==> config.mk <==
export PLATFORM = sky130hd
export DESIGN_NAME = data_mem_arbiter
export DESIGN_NICKNAME = d
export VERILOG_FILES = /design/src/rtl/data_mem_arbiter.sv
export SDC_FILE = /design/constraint.sdc
export NUM_CORES = 1
export LEC_CHECK = 0
export BUFFER_PORTS_ARGS = -buffer_cell sky130_fd_sc_hd__buf_4
export CORE_AREA = 2 2 116 118
export CTS_CLUSTER_DIAMETER = 150
export DETAILED_ROUTE_END_ITERATION = 8
export DIE_AREA = 0 0 118 120
export PLACE_DENSITY = 0.81
export SLEW_MARGIN = 20
export SYNTH_ARGS = -nofsm -noshare
export SYNTH_HDL_FRONTEND = slang
export SYNTH_SLANG_ARGS = --single-unit
==> constraint.sdc <==
create_clock -name clk -period 1.4 [get_ports clk]
set_input_delay 0.21 -clock clk [delete_from_list [all_inputs] [get_ports clk]]
set_output_delay 0.21 -clock clk [all_outputs]
set_load 0.005 [all_outputs]
==> src/rtl/data_mem_arbiter.sv <==
`timescale 1ns/1ps
// data_mem_arbiter: round-robin two-port sequencer for the single-port data memory.
// Ports: clk, reset_n, a_*/b_* requester ports, mem_* memory side, busy status.
module data_mem_arbiter #(
  parameter int DATA_W = 32,
  parameter int ADDR_W = 32,
  parameter int DEPTH  = 128
) (
  input  logic              clk,
  input  logic              reset_n,

  input  logic              a_req,
  input  logic              a_we,
  input  logic [ADDR_W-1:0] a_addr,
  input  logic [DATA_W-1:0] a_wdata,
  output logic              a_gnt,
  output logic              a_rvalid,
  output logic [DATA_W-1:0] a_rdata,
  output logic              a_err,

  input  logic              b_req,
  input  logic              b_we,
  input  logic [ADDR_W-1:0] b_addr,
  input  logic [DATA_W-1:0] b_wdata,
  output logic              b_gnt,
  output logic              b_rvalid,
  output logic [DATA_W-1:0] b_rdata,
  output logic              b_err,

  output logic [ADDR_W-1:0] mem_addr,
  output logic [DATA_W-1:0] mem_wdata,
  output logic              mem_rw,
  input  logic [DATA_W-1:0] mem_rdata,

  output logic              busy
);

  localparam logic [1:0] IDLE   = 2'd0;
  localparam logic [1:0] ACCESS = 2'd1;
  localparam logic [1:0] DONE   = 2'd2;

  localparam logic [ADDR_W-1:0] LIMIT = ADDR_W'(DEPTH);

  // Owner encoding: 0 = port A, 1 = port B.
  localparam logic OWN_A = 1'b0;
  localparam logic OWN_B = 1'b1;

  logic [1:0]        state;
  logic [1:0]        state_nx;
  logic              owner;
  logic              last_owner;
  logic              we_q;
  logic              oor_q;
  logic [ADDR_W-1:0] addr_q;
  logic [DATA_W-1:0] wdata_q;
  logic [DATA_W-1:0] rdata_q;

  logic              any_req;
  logic              pick_b;
  logic              sel_we;
  logic [ADDR_W-1:0] sel_addr;
  logic [DATA_W-1:0] sel_wdata;

  logic              in_idle;
  logic              in_acc;
  logic              in_done;
  logic              resp;

  assign in_idle = (state == IDLE);
  assign in_acc  = (state == ACCESS);
  assign in_done = (state == DONE);

  // Under contention the port that did not own the last
  // completed access wins; a lone request always wins.
  assign any_req = a_req | b_req;
  assign pick_b  = b_req & (~a_req | (last_owner == OWN_A));

  assign sel_we    = pick_b ? b_we    : a_we;
  assign sel_addr  = pick_b ? b_addr  : a_addr;
  assign sel_wdata = pick_b ? b_wdata : a_wdata;

  always_comb begin
    state_nx = state;
    unique case (state)
      IDLE:    state_nx = any_req ? ACCESS : IDLE;
      ACCESS:  state_nx = DONE;
      DONE:    state_nx = IDLE;
      default: state_nx = IDLE;
    endcase
  end

  always_ff @(posedge clk or negedge reset_n) begin
    if (!reset_n) begin
      state <= IDLE;
    end else begin
      state <= state_nx;
    end
  end

  // Request latch: taken only on the IDLE->ACCESS step so the
  // memory address and data hold their last values otherwise.
  always_ff @(posedge clk or negedge reset_n) begin
    if (!reset_n) begin
      owner   <= OWN_A;
      we_q    <= 1'b0;
      oor_q   <= 1'b0;
      addr_q  <= '0;
      wdata_q <= '0;
    end else if (in_idle && any_req) begin
      owner   <= pick_b ? OWN_B : OWN_A;
      we_q    <= sel_we;
      oor_q   <= (sel_addr >= LIMIT);
      addr_q  <= sel_addr;
      wdata_q <= sel_wdata;
    end
  end

  // Read data is sampled at the end of ACCESS; writes and
  // out-of-range accesses return zero.
  always_ff @(posedge clk or negedge reset_n) begin
    if (!reset_n) begin
      rdata_q <= '0;
    end else if (in_acc) begin
      rdata_q <= (we_q | oor_q) ? '0 : mem_rdata;
    end
  end

  // Round-robin history only advances on a completed ACCESS,
  // so an access aborted by reset leaves it untouched.
  always_ff @(posedge clk or negedge reset_n) begin
    if (!reset_n) begin
      last_owner <= OWN_B;
    end else if (in_acc) begin
      last_owner <= owner;
    end
  end

  // Reads and errors respond in DONE; in-range writes
  // complete with the grant alone.
  assign resp = in_done & (~we_q | oor_q);

  assign a_gnt    = in_acc & (owner == OWN_A);
  assign b_gnt    = in_acc & (owner == OWN_B);

  assign a_rvalid = resp & (owner == OWN_A);
  assign b_rvalid = resp & (owner == OWN_B);

  assign a_err    = a_rvalid & oor_q;
  assign b_err    = b_rvalid & oor_q;

  assign a_rdata  = a_rvalid ? rdata_q : '0;
  assign b_rdata  = b_rvalid ? rdata_q : '0;

  assign mem_addr  = addr_q;
  assign mem_wdata = wdata_q;
  assign mem_rw    = in_acc & we_q & ~oor_q;

  assign busy = ~in_idle;

endmodule

; Yosys cells after proc, flatten, opt, wreduce, memory -nomap -nowiden
; Index checks and enable logic that the tools add are counted.
[word_totals]
output_inout_bits = 136
ff_bits = 102
wordCells = 42
input_bits = 166
[classes]
reduce_logical = 2
order_cmp = 1
n_bitwise = 20
n_eq_ne = 2
muxes = 9
[ops]
columns = op, count
row1 = $mux 32, 5
row2 = $ge 32x8->1 const B, 1
row3 = $and 1x1->1, 10
row4 = $not 1->1, 6
row5 = $or 1x1->1, 4
row6 = $pmux 2 s2, 1
row7 = $mux 1, 3
row8 = $eq 2x1->1 const B, 1
row9 = $eq 2x2->1 const B, 1
row10 = $logic_not 2->1, 1
row11 = $logic_and 1x1->1, 1

; Logic depth before layout (Yosys ltp)
[depth]
depth_word = 5
mapped_depth = 6
ltp_nobuf = 4

; Worst setup path after synthesis
; No wires, ideal clock.
[synth_path]
path_kind = register -> output
start = register oor_q
end = output a_rdata[22]
path_stages_with_launch = 5
required_time_ns = 1.190
t_arrival_ns = 1.133
slack_ns = 0.057
path_buffers = 1
path_cell_list = dfrtp_1 nand2b_1 and4b_2 buf_2 and2_1
[synth_via]
elab_chain_cells = 4
[synth_rtl]
columns = item, line_no
row1 = start: declaration, 53  ; logic oor_q;
row2 = start signal: assignment, 112  ; oor_q <= (sel_addr >= LIMIT);
row3 = $or 1x1->1, 140  ; assign resp = in_done & (~we_q | oor_q);
row4 = $and 1x1->1, 140
row5 = $and 1x1->1, 145  ; assign a_rvalid = resp & (owner == OWN_A);
row6 = net a_rvalid, 17  ; output logic a_rvalid,
row7 = $mux 32, 151  ; assign a_rdata = a_rvalid ? rdata_q : '0;
row8 = end: declaration, 18  ; output logic [DATA_W-1:0] a_rdata,
; The timed path passes the listed nets, and every way through them passes these cells.

; Final worst setup path
[layout_path]
start = register oor_q
end = output b_rdata[0]
[layout_via]
elab_chain_cells = 4
[layout_rtl]
columns = item, line_no
row1 = $or 1x1->1, 140
row2 = $and 1x1->1, 140
row3 = $and 1x1->1, 146  ; assign b_rvalid = resp & (owner == OWN_B);
row4 = $mux 32, 152  ; assign b_rdata = b_rvalid ? rdata_q : '0;
row5 = end: declaration, 27  ; output logic [DATA_W-1:0] b_rdata,
; Every way passes these cells.

==> reports/results.ini <==
[logic_synthesis]
synth_cell_types = 29
synth.area.mux_share_pct = 13.1
yosys.area_share.simple_pct = 16.8
synthCells = 471
synth-seq-cells = 102
synth_fa_ha_area_share_pct = 0
synth_top_area_share_pct = 50.8
synth_seq_area_share_pct = 51.3
yosys_warnings = 0
ys_top_cells_by_area = dfrtp_1, mux2i_1, and2_1
synthXorXnorAreaFrac_pct = 0
synth_largest_area_cell = dfrtp_1
synth-compound-area-share_pct = 13.2
synth_fp_nets = 637
syn_area_um2 = 4980
synth_top_family_by_area = simple AND/OR/NAND/NOR gates
synth_area_per_cell_um2 = 10.6

[clock_network]
cts_tree = yes
cts_buffers = 9
cts-root-buf = clkbuf_16
cts_sinks = 102
clkLatencyLatePin_ns = 0.34
cts.path.max_buffers = 2
htreeDepth = 3
clk_pin_slew_ns = 0.07

[worst_setup_path]
worst-path-buf-inv = 2
crit_type = reg2out
r2r_cells = 8
critical_path.max_fanout = 34
rr_endpoint = mem_wdata[7]
crit_family = simple AND/OR/NAND/NOR gates
cpPeakStageDelay_ns = 0.37
path_cells = nand2b_4 -> and4b_1 -> buf_12 -> and2_1 -> buf_4
crit-reg2reg-launch = state[0]
critPathCaptureType = output port
cp_slowest_cell = dfrtp_1
critPathRequiredTime_ns = 1.19
rrSetupSlack_ns = -0.13
worstSetupStartpointType = flop
arrival_ns = 1.55

[floorplan]
die_area_um2 = 14200
start_util_pct = 38.3
die_x_um = 118
core_region_area_um2 = 13000
row_count = 42
ioPinCount = 302
die_h_um = 120

[global_route]
overflow = 0
grt_pass1_vias = 5042
track_usage_pct = 23.2
grt_max_degree = 46
antenna_found_initial = 0
grt_pass1_wl_um = 26100

[sta]
final_hold_viol_count = 0
rsz0062_at_grt = true
worst_pin_slew_ns = 0.332
slew_headroom_pct = 77.2
skew_ns = 0.0120
maxSlewViolCount = 0
setup_viol = 159
min_period_ns = 1.76
worst_slack_ns = -0.364
fin_crit_sh_pct = 126
finalSetupTns_ns = -29.68
fmax_mhz = 567

[placement]
place_ws_ns = -0.164
hpwlAfterDp_um = 11300
globalplace.congestion = 0.791
port-buffer-count = 301

[detailed_routing]
num_vias = 5031
drt-initial-drc-count = 199
viasPerCell = 5.06
antenna_left = 0
drc_errors = 0
wl_per_cell_um = 18.5
drt-pass1-iter-count = 4
wl_um = 18400

[final_layout]
nets = 981
drive_above_1_share_pct = 66.2
nFillCells = 879
area_delta_synth_final_pct = 89.1
n_antenna_cell = 0
seq_area_um2 = 2550
multi_input_area_um2 = 3010

[pwr]
switching_share_pct = 37.2
p_total_uw = 17300
p_switching_uw = 6440
combinationalPowerShare_pct = 55.8
p_clk_share_pct = 15.3
seqPwrFrac_pct = 28.9
cellInternalPower_uw = 10900
ir_drop_uv = 1030
power_density_nw_per_um2 = 1840
power_leakage_uw = 0.00439

[run]
maxCapViolCount = 0

[worst_hold_path]
whs_endpoint = rdata_q[6]
hold-path-cell-count = 2
hold_path_class = in2reg
hp-start = mem_rdata[6]

[run_status]
outcome = finished with violations
violations = setup timing

cells in the final DEF, fill, tap and decap left out, types with 5 or more instances in the layout:
master and instances:
a21oi_2 64, a22o_1 32, and2_1 61, and2_4 5, buf_12 14, buf_16 10, buf_4 311, buf_6 24
clkbuf_16 12, dfrtp_1 100, mux2i_1 53, mux2i_2 7, mux2i_4 5, nor2_1 6, nor2_2 11, nor2_4 55
nor4_1 10
power groups by stage:
stage,clock (µW),sequential [µW],combinational [µW]
after floorplan,0,4580,2520
after global placement,0,4490,5270
after detailed placement,0,4520,5400
after CTS,2680,4620,8370
after global routing,2840,5100,10300
final,2660,5000,9660
routing by layer:
metal  share of wire (%)  up-vias  track usage (%)
li1                    -     2341                -
met1                  39     2438             27.3
met2                  53      221             42.4
met3                 5.5       31             5.04
met4                 2.1        0             7.00
met5                   0        -                0
cell families (layout without fill, tap and decap cells):
kind of cell           Yosys count  after routing
buffers and inverters           39            385
and+or+nand+nor                161            162
muxes                           65             65
DFF                            102            102
AOI/OAI and AO/OA              104            105
Yosys cell counts, drive strengths merged:
master / count
dfrtp: 101
nor2: 72
and2: 66
a21oi: 65
mux2i: 65
buf: 36
a22o: 32
nor4: 10
inv: 3
nand2: 3
and4b: 2
nand2b: 2
nand4: 2
nor3: 2
o21ai: 2
a21boi: 1
a21o: 1
a41oi: 1
dfstp: 1
nand3: 1
nand4b: 1
o21a: 1
o41ai: 1
final cells by class:
type                       instances  area share [%]
clock inverter                     6           0.917
sequential                       102            27.1
inverter                           3           0.120
tap                              176            2.34
clock buffer                       9            2.39
multi-input combinational        332            32.0
timing repair buffer             367            35.1
worst max-delay path by stage:
| stage | start | to | depth (start not counted) |
|---|---|---|---|
| after floorplan | oor_q | a_rdata[22] | 4 |
| after global placement | we_q | a_rdata[7] | 4 |
| after detailed placement | we_q | a_rdata[25] | 4 |
| after CTS | oor_q | b_rdata[0] | 5 |
| after global routing | oor_q | b_rdata[0] | 5 |
| final | oor_q | b_rdata[0] | 5 |
stage by stage:
stage	instances	hold WS [ns]	instance area (µm²)	utilization [%]
final	995	0.0855	9410	72.5
after global routing	995	0.0706	9410	72.5
after CTS	999	0.0725	8790	67.7
after detailed placement	941	0.0792	7540	58.1
after global placement	941	0.0797	7540	58.1
after floorplan	471	-0.0856	4980	-
worst reg2reg max path, cell delays in order (launching register included):
cell	delay, ns
dfrtp_1	0.44
buf_6	0.15
nor2_4	0.12
o21a_4	0.20
buf_12	0.13
buf_8	0.11
buf_16	0.15
nor2_4	0.04
a21oi_2	0.12
state kept, by name, summed over array words and instances (netlist names):
signal      count
state           2
last_owner      1
rdata_q        32
oor_q           1
owner           1
mem_wdata      32
mem_addr       32
we_q            1
timing repair:
action	CTS	global route
resized for setup	101	182
pin swaps	5	4
hold buffers	1	0
cloned	17	4
endpoints found under the setup margin	127	172
hold endpoints to repair	38	0
buffers inserted	25	6
Power figures use the tool's default switching activity.
